File: config.mk
export PLATFORM = sky130hd
export DESIGN_NAME = ram32x4_arbiter
export DESIGN_NICKNAME = d
export VERILOG_FILES = /design/src/rtl/ram32x4_arbiter_pkg.sv /design/src/rtl/ram32x4_arbiter_rr.sv /design/src/rtl/ram32x4_arbiter.sv
export SDC_FILE = /design/constraint.sdc
export NUM_CORES = 1
export LEC_CHECK = 0
export ABC_AREA = 1
export CAP_MARGIN = 20
export CORE_MARGIN = 2
export CORE_UTILIZATION = 45
export CTS_CLUSTER_SIZE = 16
export DETAILED_ROUTE_END_ITERATION = 10
export GPL_TIMING_DRIVEN = 0
export PLACE_DENSITY = 0.84
export RECOVER_POWER = 25
export SYNTH_ARGS = -nofsm -noshare
export SYNTH_HDL_FRONTEND = slang
export SYNTH_SLANG_ARGS = --single-unit
File: constraint.sdc
create_clock -name clock -period 2.7 [get_ports clock]
set_input_delay 0.54 -clock clock [delete_from_list [all_inputs] [get_ports clock]]
set_output_delay 0.54 -clock clock [all_outputs]
set_load 0.05 [all_outputs]
File: src/rtl/ram32x4_arbiter_pkg.sv
// Shared constants and types for the 32x4 RAM arbiter and its round-robin picker.
package ram32x4_arbiter_pkg;

  localparam int RAM_ADDR_W = 5;
  localparam int RAM_DATA_W = 4;
  localparam int RAM_DEPTH  = 32;

  localparam logic P0 = 1'b0;
  localparam logic P1 = 1'b1;

  typedef enum logic {SERVE, CLEAR} state_t;

endpackage

File: src/rtl/ram32x4_arbiter_rr.sv
// Combinational 2-way round-robin pick: on a tie the port not granted last time wins.
module rr_arbiter2
  import ram32x4_arbiter_pkg::*;
(
  input  logic [1:0] req,
  input  logic       last_grant,
  output logic       winner,
  output logic       valid
);

  always_comb begin
    valid  = |req;
    winner = P0;
    if (req == 2'b11) winner = ~last_grant;
    else if (req[P1]) winner = P1;
  end

endmodule

File: src/rtl/ram32x4_arbiter.sv
// Owns the single-port 32x4 RAM: arbitrates two requesters and runs a whole-memory fill.
//   state | meaning
//   SERVE | arbitrate requests, one registered RAM command per cycle
//   CLEAR | issue fill writes to addresses 0..DEPTH-1, requests wait
module ram32x4_arbiter
  import ram32x4_arbiter_pkg::*;
#(
  parameter int ADDR_W = RAM_ADDR_W,
  parameter int DATA_W = RAM_DATA_W,
  parameter int DEPTH  = RAM_DEPTH
) (
  input  logic              clock,
  input  logic              resetn,
  input  logic              p0_req,
  input  logic              p0_we,
  input  logic [ADDR_W-1:0] p0_addr,
  input  logic [DATA_W-1:0] p0_wdata,
  output logic              p0_gnt,
  output logic              p0_rvalid,
  input  logic              p1_req,
  input  logic              p1_we,
  input  logic [ADDR_W-1:0] p1_addr,
  input  logic [DATA_W-1:0] p1_wdata,
  output logic              p1_gnt,
  output logic              p1_rvalid,
  output logic [DATA_W-1:0] rdata,
  input  logic              clr_start,
  input  logic [DATA_W-1:0] clr_value,
  output logic              clr_busy,
  output logic              clr_done,
  output logic [ADDR_W-1:0] ram_address,
  output logic [DATA_W-1:0] ram_data,
  output logic              ram_wren,
  input  logic [DATA_W-1:0] ram_q
);

  localparam logic [ADDR_W-1:0] LAST_ADDR = ADDR_W'(DEPTH - 1);

  state_t            state, state_nxt;
  logic [ADDR_W-1:0] clr_cnt;
  logic [DATA_W-1:0] clr_val;
  logic              last_grant;
  logic [1:0]        elig;
  logic              win, win_valid, grant;

  // A port being granted this cycle still holds req; it must not win again.
  assign elig  = {p1_req & ~p1_gnt, p0_req & ~p0_gnt};
  assign rdata = ram_q;

  rr_arbiter2 u_rr (
    .req        (elig),
    .last_grant (last_grant),
    .winner     (win),
    .valid      (win_valid)
  );

  always_comb begin
    state_nxt = state;
    grant     = 1'b0;
    case (state)
      SERVE: begin
        if (clr_start) state_nxt = CLEAR;
        else           grant     = win_valid;
      end
      CLEAR: if (clr_cnt == LAST_ADDR) state_nxt = SERVE;
      default: state_nxt = SERVE;
    endcase
  end

  always_ff @(posedge clock) begin
    if (!resetn) begin
      state       <= SERVE;
      last_grant  <= P1;
      clr_cnt     <= '0;
      clr_val     <= '0;
      p0_gnt      <= 1'b0;
      p1_gnt      <= 1'b0;
      p0_rvalid   <= 1'b0;
      p1_rvalid   <= 1'b0;
      clr_busy    <= 1'b0;
      clr_done    <= 1'b0;
      ram_address <= '0;
      ram_data    <= '0;
      ram_wren    <= 1'b0;
    end else begin
      state     <= state_nxt;
      p0_gnt    <= grant && (win == P0);
      p1_gnt    <= grant && (win == P1);
      // A grant cycle carries the command, so wren tells read from write.
      p0_rvalid <= p0_gnt && !ram_wren;
      p1_rvalid <= p1_gnt && !ram_wren;
      clr_busy  <= (state == CLEAR);
      clr_done  <= clr_busy && (state == SERVE);

      if (state == SERVE && clr_start) begin
        clr_val <= clr_value;
        clr_cnt <= '0;
      end

      if (state == CLEAR) begin
        ram_address <= clr_cnt;
        ram_data    <= clr_val;
        ram_wren    <= 1'b1;
        clr_cnt     <= clr_cnt + 1'b1;
      end else if (grant) begin
        ram_address <= (win == P1) ? p1_addr  : p0_addr;
        ram_data    <= (win == P1) ? p1_wdata : p0_wdata;
        ram_wren    <= (win == P1) ? p1_we    : p0_we;
        last_grant  <= win;
      end else begin
        ram_wren <= 1'b0;
      end
    end
  end

endmodule

==> results.py, run 1 <==
metrics = {
    "place": {
        "numPortBuffers": 48,
        "hpwl_um": 2340,
        "place.gp.congestion": 0.743,
    },
    "detailed_routing": {
        "wl_met1_um": 1420,
        "highest_layer": "met4",
        "vias_per_cell": 4.92,
        "finalWirelength_um": 3040,
        "wl_met3_um": 138,
        "first_pass_iters": 4,
        "postRouteAntennaNets": 0,
        "avgRoutedWirePerCell_um": 11.7,
        "route.met2.wl_um": 1420,
        "vias": 1283,
        "drt_iter0_markers": 43,
        "drc": 0,
    },
    "final_layout": {
        "antenna_cells": 0,
        "drive_above_1_share_pct": 9.57,
        "fillers": 251,
        "area_growth_pct": 41.5,
        "nets": 266,
    },
    "sta": {
        "hold_viol_final": 0,
        "setup_viol": 0,
        "skew_ns": 0.0127,
        "clock.fmax_ghz": 0.468,
        "rsz0062_at_grt": "no",
        "fin_crit_sh_pct": 79.2,
        "relSlewSlack_pct": 66.1,
        "drv_slew": 0,
        "tightest_slew_ns": 0.507,
        "period_needed_ns": 2.14,
        "setup-tns-final_ns": 0,
    },
    "grt": {
        "antenna_found_initial": 0,
        "grt_pass1_wl_um": 5140,
        "grt_use_total_pct": 19.8,
        "first_global_vias": 1194,
        "grt_max_degree": 16,
        "grt_overflow_total": 0,
    },
    "outcome": {
        "status": "complete, no violations",
    },
    "pwr": {
        "peakVddDrop_mv": 0.351,
        "leakage_nw": 0.825,
        "total_power_w": 0.000897,
        "power.density_nw_per_um2": 492,
    },
    "cts": {
        "clock_latency_ns": 0.34,
        "clockRootBuffer": "clkbuf_4",
        "clk_pin_slew_ns": 0.14,
        "clockBufferDepth": 2,
        "cts_tree": "built",
        "cts_hold_buf": 0,
        "cts_setup_buffers": 0,
        "clock-sinks": 27,
        "h-tree-depth": 1,
        "cts_made_buffers": 3,
        "cts-resized-gates": 0,
    },
    "logic_synthesis": {
        "synth_area_leader_cell": "dfxtp_1",
        "syn_avg_cell_area_um2": 7.23,
        "synth_cells": 178,
        "yosysMostFrequentCell": "nand2_1",
        "synthFlopType": "dfxtp_1",
        "ys.warnings.count": 0,
        "seq_area_frac_synth_pct": 42.0,
        "ys_async_sr_fraction_pct": 0,
        "syn_nets": 213,
        "ys_ff_latch": 27,
        "synth_area_leaders": "dfxtp_1, nand2_1, nand3_1, nor2_1, nand4_1",
        "ys_types": 23,
        "yosysTopAreaCellShare_pct": 42.0,
        "syn_area_um2": 1290,
        "ys_top_cells_by_count": "nand2_1, dfxtp_1, nor2_1",
        "synth_edf_count": 0,
    },
    "floorplan": {
        "dieHeight_um": 57.5,
        "die_w_um": 57.5,
        "core.rowCount": 19,
        "coreArea_um2": 2730,
        "top_level_ports": 53,
        "initial_core_util_pct": 47.1,
        "die-area_um2": 3310,
    },
    "setup_path": {
        "path_delay_family": "buffers and inverters",
        "critical-path-slowest-cell": "clkdlybuf4s50_1",
        "crit_required_ns": 2.16,
        "critPathKind": "flop to output port",
        "cp_max_fo": 3,
        "cp-start-kind": "flop",
        "crit_path_max_incr_delay_ns": 0.83,
        "arrival_ns": 1.60,
        "crit_path_end_kind": "output port",
        "cp_num_buf_inv": 1,
        "cp_cell_sequence": "clkdlybuf4s50_1",
    },
    "min_path": {
        "holdCritPathClass": "flop to flop",
    },
    "job": {
        "cap_viol_max_count": 0,
    },
}
[flip-flops by register name (all words and copies together), names as in the netlist, 4 cells and up]
signal	flops
ram_address	5
ram_data	4
clr_cnt	5
clr_val	4
[area by class of cell]
| cell class | count | area [um2] | share of cell area [%] |
|---|---|---|---|
| timing repair buffer | 48 | 480 | 26.4 |
| multi-input combinational | 125 | 598 | 32.8 |
| clock buffer | 3 | 22.5 | 1.24 |
| buffer | 11 | 80.1 | 4.40 |
| sequential | 27 | 541 | 29.7 |
| inverter | 15 | 56.3 | 3.09 |
| tap | 31 | 38.8 | 2.13 |
| clock inverter | 1 | 5.00 | 0.275 |
[metrics by stage]
stage,setup slack (ns),hold slack (ns),instance area [um2],instances,utilization [%]
after global placement,0.758,0.426,1810,257,66.1
final,0.563,0.447,1820,261,66.6
after CTS,0.556,0.448,1830,261,67.1
after detailed placement,0.760,0.429,1810,257,66.1
after global routing,0.506,0.481,1820,261,66.6
after floorplan,1.19,0.419,1290,178,-
[power by group]
part	switching [W]	internal (W)	leakage [nW]
registers	0.0000141	0.000424	0.221
logic	0.000164	0.000112	0.587
clock network	0.000127	0.0000558	0.0177
[cells in the final DEF, fill, tap and decap left out, drive strengths merged]
cell type,instances
dlygate4sd3,1
a21oi,4
dfxtp,27
nor3,4
ha,2
o21ai,3
o22ai,1
buf,8
clkinv,1
nor2,26
a32o,2
nand4,8
nand3,19
nand2,55
inv,15
clkdlybuf4s50,47
o31ai,1
clkbuf,6
[per-layer routing]
metal  vias up  GRT usage [%]
met4         0           6.98
met1       560           26.9
met2        40           32.6
li1        678              -
met3         5           2.04
met5         -              0
[final timing paths]
check                start        endpoint  slack, ns  depth (start not counted)
setup / recovery    p1_gnt          p1_gnt       0.56                          1
hold / removal    clr_busy        clr_done       0.45                          2
setup reg to reg     state  ram_address[4]       1.15                          7
hold reg to reg   clr_busy        clr_done       0.45                          2
[kinds of logic (layout without fill, tap and decap cells)]
logic type | after synthesis | after routing | synth area share [%]
compound gates | 11 | 11 | 5.35
fa+ha+maj | 2 | 2 | 1.94
buf+inv | 26 | 78 | 11.0
flops | 27 | 27 | 42.0
simple gates | 112 | 112 | 39.7
(Power assumes the default switching activity.)
==> inputs of run 2 (changes only) <==
- CORE_UTILIZATION: 45 -> 42
- PLACE_DENSITY: 0.84 -> 0.8
- clock period: 2.7 -> 2 ns (I/O delays scaled with it)
==> run 2 against run 1 <==
Against the previous run: clock skew decreased by 0.0091 ns; via count increased by 0.86%; sequential power up 35%; utilization down 5.0 points; power grew 36%; worst hold slack got worse by 0.0080 ns; critical path depth unchanged; cell area is 0.82% higher; die area rose by 6.6%; sequential share of layout area shrank 0.24 points; setup slack got worse by 0.50 ns; clock-buffer cell count unchanged.
==> results.py, run 2 (synthesis gave the netlist of run 1 again) <==
metrics = {
    "floorplan": {
        "dieHeight_um": 59.4,
        "top_level_ports": 53,
        "initial_core_util_pct": 43.2,
        "core.rowCount": 20,
        "die_w_um": 59.4,
        "coreArea_um2": 2980,
        "die-area_um2": 3520,
    },
    "setup_path": {
        "crit_required_ns": 1.60,
        "crit_path_max_incr_delay_ns": 0.81,
        "cp_num_buf_inv": 1,
        "arrival_ns": 1.53,
        "path_delay_family": "buffers and inverters",
        "r2r_setup_slack_ns": 0.61,
        "cp_max_fo": 2,
        "crit_path_end_kind": "output port",
        "setup.worst_path.start": "ram_address[4]",
        "cp-start-kind": "flop",
        "worstReg2RegStart": "state",
        "critical-path-slowest-cell": "clkdlybuf4s50_1",
        "critPathKind": "flop to output port",
        "cp_cell_sequence": "clkdlybuf4s50_1",
    },
    "detailed_routing": {
        "drc": 0,
        "drt_iter0_markers": 42,
        "vias_per_cell": 4.92,
        "finalWirelength_um": 2990,
        "first_pass_iters": 4,
        "vias": 1294,
        "avgRoutedWirePerCell_um": 11.4,
        "postRouteAntennaNets": 0,
    },
    "cts": {
        "cts-resized-gates": 1,
        "clock-sinks": 27,
        "cts_tree": "built",
        "clk_pin_slew_ns": 0.15,
        "cts_made_buffers": 3,
        "clock_latency_ns": 0.33,
        "clockBufferDepth": 2,
        "cts_hold_buf": 0,
        "h-tree-depth": 1,
        "cts_setup_buffers": 0,
        "clockRootBuffer": "clkbuf_4",
    },
    "sta": {
        "setup-tns-final_ns": 0,
        "tightest_slew_ns": 0.502,
        "period_needed_ns": 1.93,
        "setup_viol": 0,
        "hold_viol_final": 0,
        "rsz0062_at_grt": "no",
        "drv_slew": 0,
        "fin_crit_sh_pct": 96.6,
        "relSlewSlack_pct": 66.5,
        "skew_ns": 0.00361,
        "clock.fmax_ghz": 0.517,
    },
    "job": {
        "cap_viol_max_count": 0,
    },
    "outcome": {
        "status": "complete, no violations",
    },
    "pwr": {
        "peakVddDrop_mv": 0.371,
        "total_power_w": 0.00122,
        "power.density_nw_per_um2": 665,
        "leakage_nw": 0.846,
    },
    "min_path": {
        "holdCritPathClass": "flop to flop",
        "min-delay-start": "clr_busy",
    },
    "final_layout": {
        "largestRegisters": "clr_cnt x5, ram_address x5",
        "drive_above_1_share_pct": 10.0,
        "antenna_cells": 0,
        "final_common_cell": "nand2_1",
        "finalNonFillerCells": 263,
        "area_growth_pct": 42.7,
        "final_cell_mix": "nand2_1, clkdlybuf4s50_1, dfxtp_1",
        "nets": 266,
    },
    "place": {
        "numPortBuffers": 48,
        "place.gp.congestion": 0.797,
        "hpwl_um": 2300,
        "dp.cells": 259,
    },
    "grt": {
        "first_global_vias": 1107,
        "grt_overflow_total": 0,
        "antenna_found_initial": 0,
        "grt_pass1_wl_um": 4810,
        "grt_max_degree": 18,
        "grt_use_total_pct": 18.2,
    },
}
run 2: final timing paths:
| kind | to | cells past startpoint |
|---|---|---|
| setup / recovery | ram_address[4] | 1 |
| hold / removal | clr_done | 2 |
| setup reg to reg | ram_address[2] | 7 |
| hold reg to reg | clr_done | 2 |
run 2: cell type report:
cell class                 instances  area, um2
buffer                            11       80.1
clock buffer                       3       22.5
clock inverter                     1       8.76
fill                             283       1140
inverter                          15       56.3
multi-input combinational        125        606
sequential                        27        541
tap                               33       41.3
timing repair buffer              48        482
run 2: power breakdown:
part | switching [W] | internal [W]
Clock | 0.000174 | 0.0000818
Sequential | 0.0000194 | 0.000573
Combinational | 0.000222 | 0.000151
run 2: through the flow:
stage	hold WS, ns	setup WS, ns	utilization, %	area, um2
final	0.439	0.0675	61.7	1840
after global routing	0.476	0.0220	61.7	1840
after CTS	0.444	0.0437	61.8	1840
after detailed placement	0.423	0.233	60.8	1810
after global placement	0.419	0.257	60.8	1810
after floorplan	0.419	0.493	-	1290
run 2: routing by layer:
layer	GRT usage (%)	wire length, um
met5	0	0
met4	8.77	68
met3	3.06	174
met2	29.8	1420
met1	23.2	1330
run 2: worst min-delay path, cell delays in order, from the launching register on:
cell and delay (ns):
dfxtp_1 0.34, nand2_1 0.05, nor2_1 0.03
